<file path="config.mk">
export PLATFORM = sky130hd
export DESIGN_NAME = tree_result_accumulator
export DESIGN_NICKNAME = d
export VERILOG_FILES = /design/src/rtl/tree_result_accumulator.sv
export SDC_FILE = /design/constraint.sdc
export NUM_CORES = 1
export LEC_CHECK = 0
export CORE_ASPECT_RATIO = 0.7
export CORE_MARGIN = 2
export CORE_UTILIZATION = 60
export CTS_BUF_LIST = sky130_fd_sc_hd__clkbuf_2 sky130_fd_sc_hd__clkbuf_4 sky130_fd_sc_hd__clkbuf_8
export DETAILED_ROUTE_END_ITERATION = 6
export GPL_ROUTABILITY_DRIVEN = 0
export GPL_TIMING_DRIVEN = 0
export PLACE_DENSITY = 0.84
export SLEW_MARGIN = 20
export SYNTH_ARGS = -nofsm -noshare
export SYNTH_HDL_FRONTEND = slang
export SYNTH_SLANG_ARGS = --single-unit
</file>
<file path="constraint.sdc">
create_clock -name clk -period 19 [get_ports clk]
set_clock_uncertainty 0.05 [all_clocks]
set_input_delay 3.8 -clock clk [delete_from_list [all_inputs] [get_ports clk]]
set_output_delay 3.8 -clock clk [all_outputs]
set_load 0.03 [all_outputs]
</file>
<file path="src/rtl/tree_result_accumulator.sv">
// -----------------------------------------------------------------------------
// tree_result_accumulator
//
// Purpose:
//   Sits behind a pipelined adder tree. It follows each chunk through the tree
//   with a {valid,last} tag pipe. When a tagged sum reaches the tree output, it
//   is added into a per-element accumulator. Each finished element, together
//   with its index, is pushed into a small result FIFO that a valid/ready
//   consumer drains.
//
// Ports:
//   clk, rst        clock and asynchronous active-high reset
//   done            tree clock enable; tags advance and sums are consumed only
//                   on edges where done=1
//   in_valid        chunk entering the tree this cycle is real
//   in_last         chunk entering the tree ends its output element
//   op1             adder-tree sum output
//   res_data        FIFO head sum (0 when empty)
//   res_index       FIFO head element index (0 when empty)
//   res_valid       FIFO non-empty
//   res_ready       consumer takes the head this cycle
//   hold_req        registered request for upstream to stop issuing chunks
//   ovf             sticky signed-overflow flag
//   drop_err        sticky flag: a finished element was lost to a full FIFO
//   busy            partial sum held or tags still in flight
// -----------------------------------------------------------------------------
module tree_result_accumulator #(
    parameter int DATA_W     = 64,
    parameter int TREE_LAT   = 4,
    parameter int FIFO_DEPTH = 4,
    parameter int IDX_W      = 16
) (
    input  logic              clk,
    input  logic              rst,
    input  logic              done,
    input  logic              in_valid,
    input  logic              in_last,
    input  logic [DATA_W-1:0] op1,
    output logic [DATA_W-1:0] res_data,
    output logic [IDX_W-1:0]  res_index,
    output logic              res_valid,
    input  logic              res_ready,
    output logic              hold_req,
    output logic              ovf,
    output logic              drop_err,
    output logic              busy
);

    localparam int PTR_W = (FIFO_DEPTH > 1) ? $clog2(FIFO_DEPTH) : 1;
    localparam int CNT_W = $clog2(FIFO_DEPTH) + 1;
    // The occupancy sum adds the FIFO count and every valid tag, so it needs
    // headroom for both.
    localparam int OCC_W = CNT_W + $clog2(TREE_LAT + 1);

    localparam logic [PTR_W-1:0] PTR_ONE  = PTR_W'(1);
    localparam logic [CNT_W-1:0] CNT_ONE  = CNT_W'(1);
    localparam logic [CNT_W-1:0] CNT_FULL = CNT_W'(FIFO_DEPTH);
    localparam logic [IDX_W-1:0] IDX_ONE  = IDX_W'(1);
    localparam logic [OCC_W-1:0] OCC_HOLD = OCC_W'(FIFO_DEPTH - 1);

    typedef enum logic {
        IDLE = 1'b0,
        ACC  = 1'b1
    } state_t;

    state_t                state_q, state_d;
    logic [DATA_W-1:0]     acc_q, acc_d;
    logic [IDX_W-1:0]      elem_idx_q, elem_idx_d;
    logic [TREE_LAT-1:0]   tag_valid_q, tag_valid_d;
    logic [TREE_LAT-1:0]   tag_last_q, tag_last_d;
    logic [DATA_W-1:0]     fifo_data_q [FIFO_DEPTH];
    logic [DATA_W-1:0]     fifo_data_d [FIFO_DEPTH];
    logic [IDX_W-1:0]      fifo_idx_q  [FIFO_DEPTH];
    logic [IDX_W-1:0]      fifo_idx_d  [FIFO_DEPTH];
    logic [PTR_W-1:0]      wr_ptr_q, wr_ptr_d;
    logic [PTR_W-1:0]      rd_ptr_q, rd_ptr_d;
    logic [CNT_W-1:0]      count_q, count_d;
    logic                  ovf_q, ovf_d;
    logic                  drop_err_q, drop_err_d;
    logic                  hold_req_q, hold_req_d;

    logic                  capture;
    logic                  cap_last;
    logic                  push;
    logic                  push_write;
    logic                  pop;
    logic                  fifo_full;
    logic [DATA_W-1:0]     add_a;
    logic [DATA_W-1:0]     sum;
    logic                  add_ovf;
    logic [OCC_W-1:0]      occ;

    // The head of the tag pipe lines up with op1. A sum is consumed only on an
    // enabled edge, so a sum frozen while done=0 is counted exactly once.
    always_comb begin
        capture   = done & tag_valid_q[TREE_LAT-1];
        cap_last  = tag_last_q[TREE_LAT-1];
        push      = capture & cap_last;
        pop       = (count_q != '0) & res_ready;
        fifo_full = (count_q == CNT_FULL);
        // A full FIFO still accepts a push when the head leaves in the same cycle.
        push_write = push & (~fifo_full | pop);

        // In IDLE the accumulator is logically empty, so the add starts from 0.
        add_a   = (state_q == ACC) ? acc_q : '0;
        sum     = add_a + op1;
        add_ovf = (add_a[DATA_W-1] == op1[DATA_W-1]) &&
                  (sum[DATA_W-1] != op1[DATA_W-1]);
    end

    // Next-state computation for the tag pipe, FSM, FIFO and sticky flags.
    always_comb begin
        state_d     = state_q;
        acc_d       = acc_q;
        elem_idx_d  = elem_idx_q;
        tag_valid_d = tag_valid_q;
        tag_last_d  = tag_last_q;
        fifo_data_d = fifo_data_q;
        fifo_idx_d  = fifo_idx_q;
        wr_ptr_d    = wr_ptr_q;
        rd_ptr_d    = rd_ptr_q;
        count_d     = count_q;
        ovf_d       = ovf_q;
        drop_err_d  = drop_err_q;
        occ         = '0;

        if (done) begin
            tag_valid_d[0] = in_valid;
            tag_last_d[0]  = in_last;
            for (int i = 1; i < TREE_LAT; i++) begin
                tag_valid_d[i] = tag_valid_q[i-1];
                tag_last_d[i]  = tag_last_q[i-1];
            end
        end

        if (capture) begin
            if (add_ovf) begin
                ovf_d = 1'b1;
            end
            if (cap_last) begin
                state_d = IDLE;
                acc_d   = '0;
            end else begin
                state_d = ACC;
                acc_d   = sum;
            end
        end

        // The index advances on every finished element, including dropped
        // ones, so the consumer can spot the lost indices.
        if (push) begin
            elem_idx_d = elem_idx_q + IDX_ONE;
            if (push_write) begin
                fifo_data_d[wr_ptr_q] = sum;
                fifo_idx_d[wr_ptr_q]  = elem_idx_q;
                wr_ptr_d              = wr_ptr_q + PTR_ONE;
            end else begin
                drop_err_d = 1'b1;
            end
        end

        if (pop) begin
            rd_ptr_d = rd_ptr_q + PTR_ONE;
        end

        if (push_write && !pop) begin
            count_d = count_q + CNT_ONE;
        end else if (!push_write && pop) begin
            count_d = count_q - CNT_ONE;
        end

        // Every valid tag may turn into a push. Counting them against the
        // FIFO space leaves one slot of slack for the cycle upstream needs to react.
        occ = OCC_W'(count_d);
        for (int i = 0; i < TREE_LAT; i++) begin
            occ = occ + OCC_W'(tag_valid_d[i]);
        end
        hold_req_d = (occ >= OCC_HOLD);
    end

    // All state registers, cleared asynchronously.
    always_ff @(posedge clk or posedge rst) begin
        if (rst) begin
            state_q     <= IDLE;
            acc_q       <= '0;
            elem_idx_q  <= '0;
            tag_valid_q <= '0;
            tag_last_q  <= '0;
            for (int i = 0; i < FIFO_DEPTH; i++) begin
                fifo_data_q[i] <= '0;
                fifo_idx_q[i]  <= '0;
            end
            wr_ptr_q    <= '0;
            rd_ptr_q    <= '0;
            count_q     <= '0;
            ovf_q       <= 1'b0;
            drop_err_q  <= 1'b0;
            hold_req_q  <= 1'b0;
        end else begin
            state_q     <= state_d;
            acc_q       <= acc_d;
            elem_idx_q  <= elem_idx_d;
            tag_valid_q <= tag_valid_d;
            tag_last_q  <= tag_last_d;
            fifo_data_q <= fifo_data_d;
            fifo_idx_q  <= fifo_idx_d;
            wr_ptr_q    <= wr_ptr_d;
            rd_ptr_q    <= rd_ptr_d;
            count_q     <= count_d;
            ovf_q       <= ovf_d;
            drop_err_q  <= drop_err_d;
            hold_req_q  <= hold_req_d;
        end
    end

    // The outputs are decoded from registered state only. The head reads as
    // zero while the FIFO is empty.
    always_comb begin
        res_valid = (count_q != '0);
        res_data  = res_valid ? fifo_data_q[rd_ptr_q] : '0;
        res_index = res_valid ? fifo_idx_q[rd_ptr_q]  : '0;
        hold_req  = hold_req_q;
        ovf       = ovf_q;
        drop_err  = drop_err_q;
        busy      = (state_q == ACC) | (|tag_valid_q);
    end

endmodule

</file>
# After elaboration in Yosys (flattened, before gate mapping)
# Index checks and enable logic that the tools add are counted.
# op_classes
n_mux,20
n_eq_ne,3
n_lt_le_gt_ge,4
reduce_logical,11
add_sub_neg,10
bitwise,10
# ops
op,count
two-way mux 64 bit,6
bitwise mux 256 bit,1
binary-select mux 64 bit (select 2 bit),1
demux 64 bit (select 2 bit),1
adder 64 bit,1
bitwise mux 64 bit,1
two-way mux 16 bit,4
binary-select mux 16 bit (select 2 bit),1
demux 16 bit (select 2 bit),1
adder 16 x 1 -> 16 bit (second input constant),1
adder 5 x 1 -> 6 bit,1
adder 6 x 1 -> 6 bit,1
>= comparator 3 bit (second input constant),2
>= comparator 6 x 2 -> 1 bit (second input constant),1
two-way mux 3 bit,2
NOT 2 -> 3 bit,2
AND reduction 2 bit,3
adder 4 x 1 -> 5 bit,1
adder 2 x 1 -> 2 bit (second input constant),2
adder 3 x 1 -> 4 bit,1
AND 1 bit,4
logical AND 1 bit,4
two-way mux 4 bit,1
OR reduction 4 bit,1
other kinds (11),14
# word_totals
inputBits,70
wordCells,77
ff_bits,419

# Longest topological paths before layout
# depth
word_depth,13
depth_mapped,15
ltp_nobuf,14

# Least setup slack after synthesis
# No wires, ideal clock.
# synth_path
path_kind,in2reg
start,in op1[0]
end,reg fifo_data_q[122] (netlist bit)
setup_ns,0.125
cell_stages,13
slack_ns,12.306
required_ns,18.825
arrival_time_ns,6.519
path_cell_list,ha_1 -> inv_1 -> fa_1 -> nor2b_1 -> o2111ai_1 -> a2111oi_2 -> o31ai_1 -> o31ai_2 -> a21boi_2 -> o21ai_2 -> mux2i_1 -> and4b_1 -> mux2_2
# synth_via
elab_chain_len,2
# synth_lines
element,line_no,text
from (decl),38,"input logic [DATA_W-1:0] op1,"
adder 64 bit,106,sum = add_a + op1;
bitwise mux 256 bit,154,fifo_data_d[wr_ptr_q] = sum;
to (signal assigned),205,fifo_data_q <= fifo_data_d;
to (decl),71,logic [DATA_W-1:0] fifo_data_q [FIFO_DEPTH];
# Every way passes these cells.
# A chain may end at the register's enable or synchronous reset.

# Final worst setup path
# layout_path
start,reg count_q[1]
end,out res_data[38]
# layout_via
elab_chain_len,2
# layout_lines
element,line_no,text
from (decl),77,"logic [CNT_W-1:0] count_q, count_d;"
from (signal assigned),209,count_q <= count_d;
nonzero test 3 bit,219,res_valid = (count_q != '0);
two-way mux 64 bit,220,res_data = res_valid ? fifo_data_q[rd_ptr_q] : '0;
to (decl),39,"output logic [DATA_W-1:0] res_data,"
# Every way passes these cells.

==> impl_metrics.env <==
export IMPL_synth_cell_type_count=74
export IMPL_fin_area_um2=25600
export IMPL_reg2reg_slack_ps=13470
export IMPL_post_cts_repair_setup_buffers=0
export IMPL_path_buf_inv=4
export IMPL_finalWorstSetupSlack_ps=11060
export IMPL_fin_cells=2673
export IMPL_die_width_um=233
export IMPL_path_depth=7
export IMPL_drive_above_1_share_pct=20.3
export IMPL_core_um2=36100
export IMPL_syn_inst=1921
export IMPL_cap_violations=0
export IMPL_drtAntennaViolNets=0
export IMPL_hp_start="acc_q[49]"
export IMPL_post_drt_wl_per_cell_um=22.3
export IMPL_synth_edf_count=0
export IMPL_cts_sinks=419
export IMPL_crit_fanout=10
export IMPL_clk_latency_ps=650
export IMPL_grt_pass1_wl_mm=94.1
export IMPL_die_y_um=164
export IMPL_timing_fmax_ghz=0.126
export IMPL_cts_tree="yes"
export IMPL_path_class="reg -> out"
export IMPL_synth_main_ff_cell="dfrtp_1"
export IMPL_end_kind="primary output"
export IMPL_synth_nets=2067
export IMPL_r2r_end="fifo_data_q[58]"
export IMPL_setup_violations=0
export IMPL_fin_tns_setup_ps=0
export IMPL_worstHoldEndpoint="acc_q[49]"
export IMPL_viasPerCell=6.34
export IMPL_ioPinCount=155
export IMPL_syn_area_um2=22000
export IMPL_placementRows=58
export IMPL_dp_cells=2559
export IMPL_worst_slew_pin_transition_ps=1200
export IMPL_whs_ps=420
export IMPL_drt_first_iter_violations=1855
export IMPL_cts_clk_slew_worst_paths_ps=70
export IMPL_synth_seq_cells=419
export IMPL_crit_path_start_kind="flip-flop"
export IMPL_required_ps=15150
export IMPL_finalCritPeriodShare_pct=41.8
export IMPL_async_reset_ff_share_pct=100
export IMPL_cts_root_buf="clkbuf_8"
export IMPL_antenna_found_initial=2
export IMPL_yosys_warnings=0
export IMPL_power_per_cell_area_nw_per_um2=177
export IMPL_cts_buffer_depth=3
export IMPL_r2r_start="state_q"
export IMPL_hpwl_mm=42.1
export IMPL_path_cells="inv_1 -> ha_1 -> nand2b_1 -> clkbuf_1 -> clkbuf_1 -> and2_1 -> clkdlybuf4s50_1"
export IMPL_worst_path_most_repeated_cell="clkbuf_1"
export IMPL_cts_hold_buffers=0
export IMPL_hp_class="reg -> reg"
export IMPL_syn_avg_cell_area_um2=11.5
export IMPL_area_growth_pct=16.4
export IMPL_grt_pass1_vias=17264
export IMPL_numCtsBuffers=66
export IMPL_num_vias=16953
export IMPL_place_area_um2=24300
export IMPL_dieArea_um2=38300
export IMPL_grt_start_max_net_pins=110
export IMPL_nNetsFinal=2293
export IMPL_start_util_pct=61.1
export IMPL_min_path_cells=2
export IMPL_rsz0062_at_grt="no"
export IMPL_outcome="completed"
export IMPL_drt_pass1_iter_count=5
export IMPL_cts_htree_levels=3
export IMPL_irDropWorstVdd_mv=0.108
export IMPL_slowest_stage="clkbuf_1"
export IMPL_reg2regPathDepth=15
export IMPL_hold_viol_final=0
export IMPL_critical_path_max_stage_delay_ps=910
export IMPL_fin_crit_ps=7940
export IMPL_drv_slew=0
export IMPL_post_place_ws_ps=10710
export IMPL_synth_yosys_seq_area_share_pct=47.6
export IMPL_wl_mm=59.7
export IMPL_io_buffers=154
export IMPL_arrival_ps=4090
export IMPL_max_slew_margin_pct=19.9
export IMPL_route_detailed_drc=0
export IMPL_leakagePower_nw=11.7
export IMPL_grt_util_all_layers_pct=32.2
export IMPL_critPathTopFamily="buffers and inverters"
export IMPL_grt_overflow=0
export IMPL_cts_resized_gates=0
flip-flops by register name, summed over array words and instances, names as in the netlist:
signal / count
fifo_idx_q: 64
wr_ptr_q: 2
tag_last_q: 4
acc_q: 64
count_q: 3
elem_idx_q: 16
ovf: 1
tag_valid_q: 4
rd_ptr_q: 2
hold_req: 1
state_q: 1
fifo_data_q: 256
drop_err: 1
logic make-up (layout without fill, tap and decap cells):
group	Yosys count	after routing	share of synthesized area, %
and+or+nand+nor	492	492	11.1
buffers and inverters	147	418	2.60
xor gates and xnor gates	80	80	3.27
DFF	419	419	47.6
adders and majority gates	76	76	4.45
AOI/OAI and AO/OA	409	409	11.6
muxes	298	298	19.3
other	0	1	0
layout by cell type, fill, tap and decap left out, drive strengths merged, types with 19 or more instances in the layout:
| cell type | n |
|---|---|
| mux2 | 216 |
| a21o | 28 |
| inv | 31 |
| and2 | 145 |
| nand2 | 209 |
| dfrtp | 419 |
| clkdlybuf4s50 | 154 |
| o21ai | 180 |
| clkbuf | 198 |
| xnor2 | 52 |
| ha | 72 |
| nor2 | 40 |
| a22o | 35 |
| mux4 | 80 |
| nand3 | 25 |
| nand4 | 19 |
| xor2 | 28 |
| a21oi | 77 |
where the power goes:
| group | leakage [nW] | internal (mW) | switching [mW] | total, mW |
|---|---|---|---|---|
| registers | 5.40 | 1.23 | 0.179 | 1.41 |
| logic | 5.55 | 1.00 | 1.32 | 2.32 |
| clock network | 0.707 | 0.427 | 0.375 | 0.802 |
cell usage after synthesis (all sizes together), types with 29 or more instances:
master | n | area share, %
mux4 | 80 | 8.2
mux2 | 216 | 11
and2 | 145 | 4.1
nand2 | 209 | 3.6
ha | 72 | 4.1
xnor2 | 52 | 2.2
clkbuf | 104 | 1.8
dfrtp | 419 | 48
nor2 | 40 | 0.68
a22o | 35 | 1.4
a21oi | 77 | 1.7
inv | 29 | 0.49
o21ai | 180 | 4.1
worst reg2reg max path, cell delays in order (launching register included):
cell       delay [ps]
dfrtp_1           370
clkbuf_1          820
and2_1            260
ha_1              280
inv_1              80
fa_1              410
nor2b_1           180
o2111ai_1         230
a2111oi_2         630
o31ai_1           340
o31ai_2           440
a21boi_2          180
o21ai_2           310
mux2i_1           240
and4b_1           400
mux2_2            220
metrics by stage:
| step | util [%] | power [mW] |
|---|---|---|
| 2_1_floorplan | - | 2.95 |
| 3_3_place_gp | 67.0 | 3.59 |
| 3_5_place_dp | 67.3 | 3.70 |
| 4_1_cts | 71.1 | 4.51 |
| 5_1_grt | 71.1 | 4.78 |
| 6_report | 71.1 | 4.53 |
layer usage:
| layer | wire (um) | GRT usage, % | vias to the layer above |
|---|---|---|---|
| met5 | 0 | 0 | - |
| met4 | 1930 | 11.4 | 0 |
| met3 | 6210 | 9.55 | 152 |
| met2 | 26800 | 48.7 | 868 |
| met1 | 24800 | 44.6 | 8579 |
| li1 | - | - | 7354 |
worst max path at each step:
stage	from	end	slack [ps]
floorplan	rst	acc_q[0]	3490
global placement	rst	fifo_data_q[249]	-730
detailed placement	op1[0]	fifo_data_q[58]	10710
CTS	count_q[1]	res_data[38]	11140
global route	count_q[1]	res_data[38]	10980
finish	count_q[1]	res_data[38]	11060
final cells by class:
class,instances,area [um^2]
Clock buffer,94,1210
Multi-Input combinational cell,1355,11000
Fill cell,2495,10400
Timing Repair Buffer,158,1650
Tap cell,480,601
Sequential cell,419,10500
Antenna cell,1,2.50
Clock inverter,19,145
Buffer,118,464
Inverter,29,116
Power figures use the tool's default switching activity.
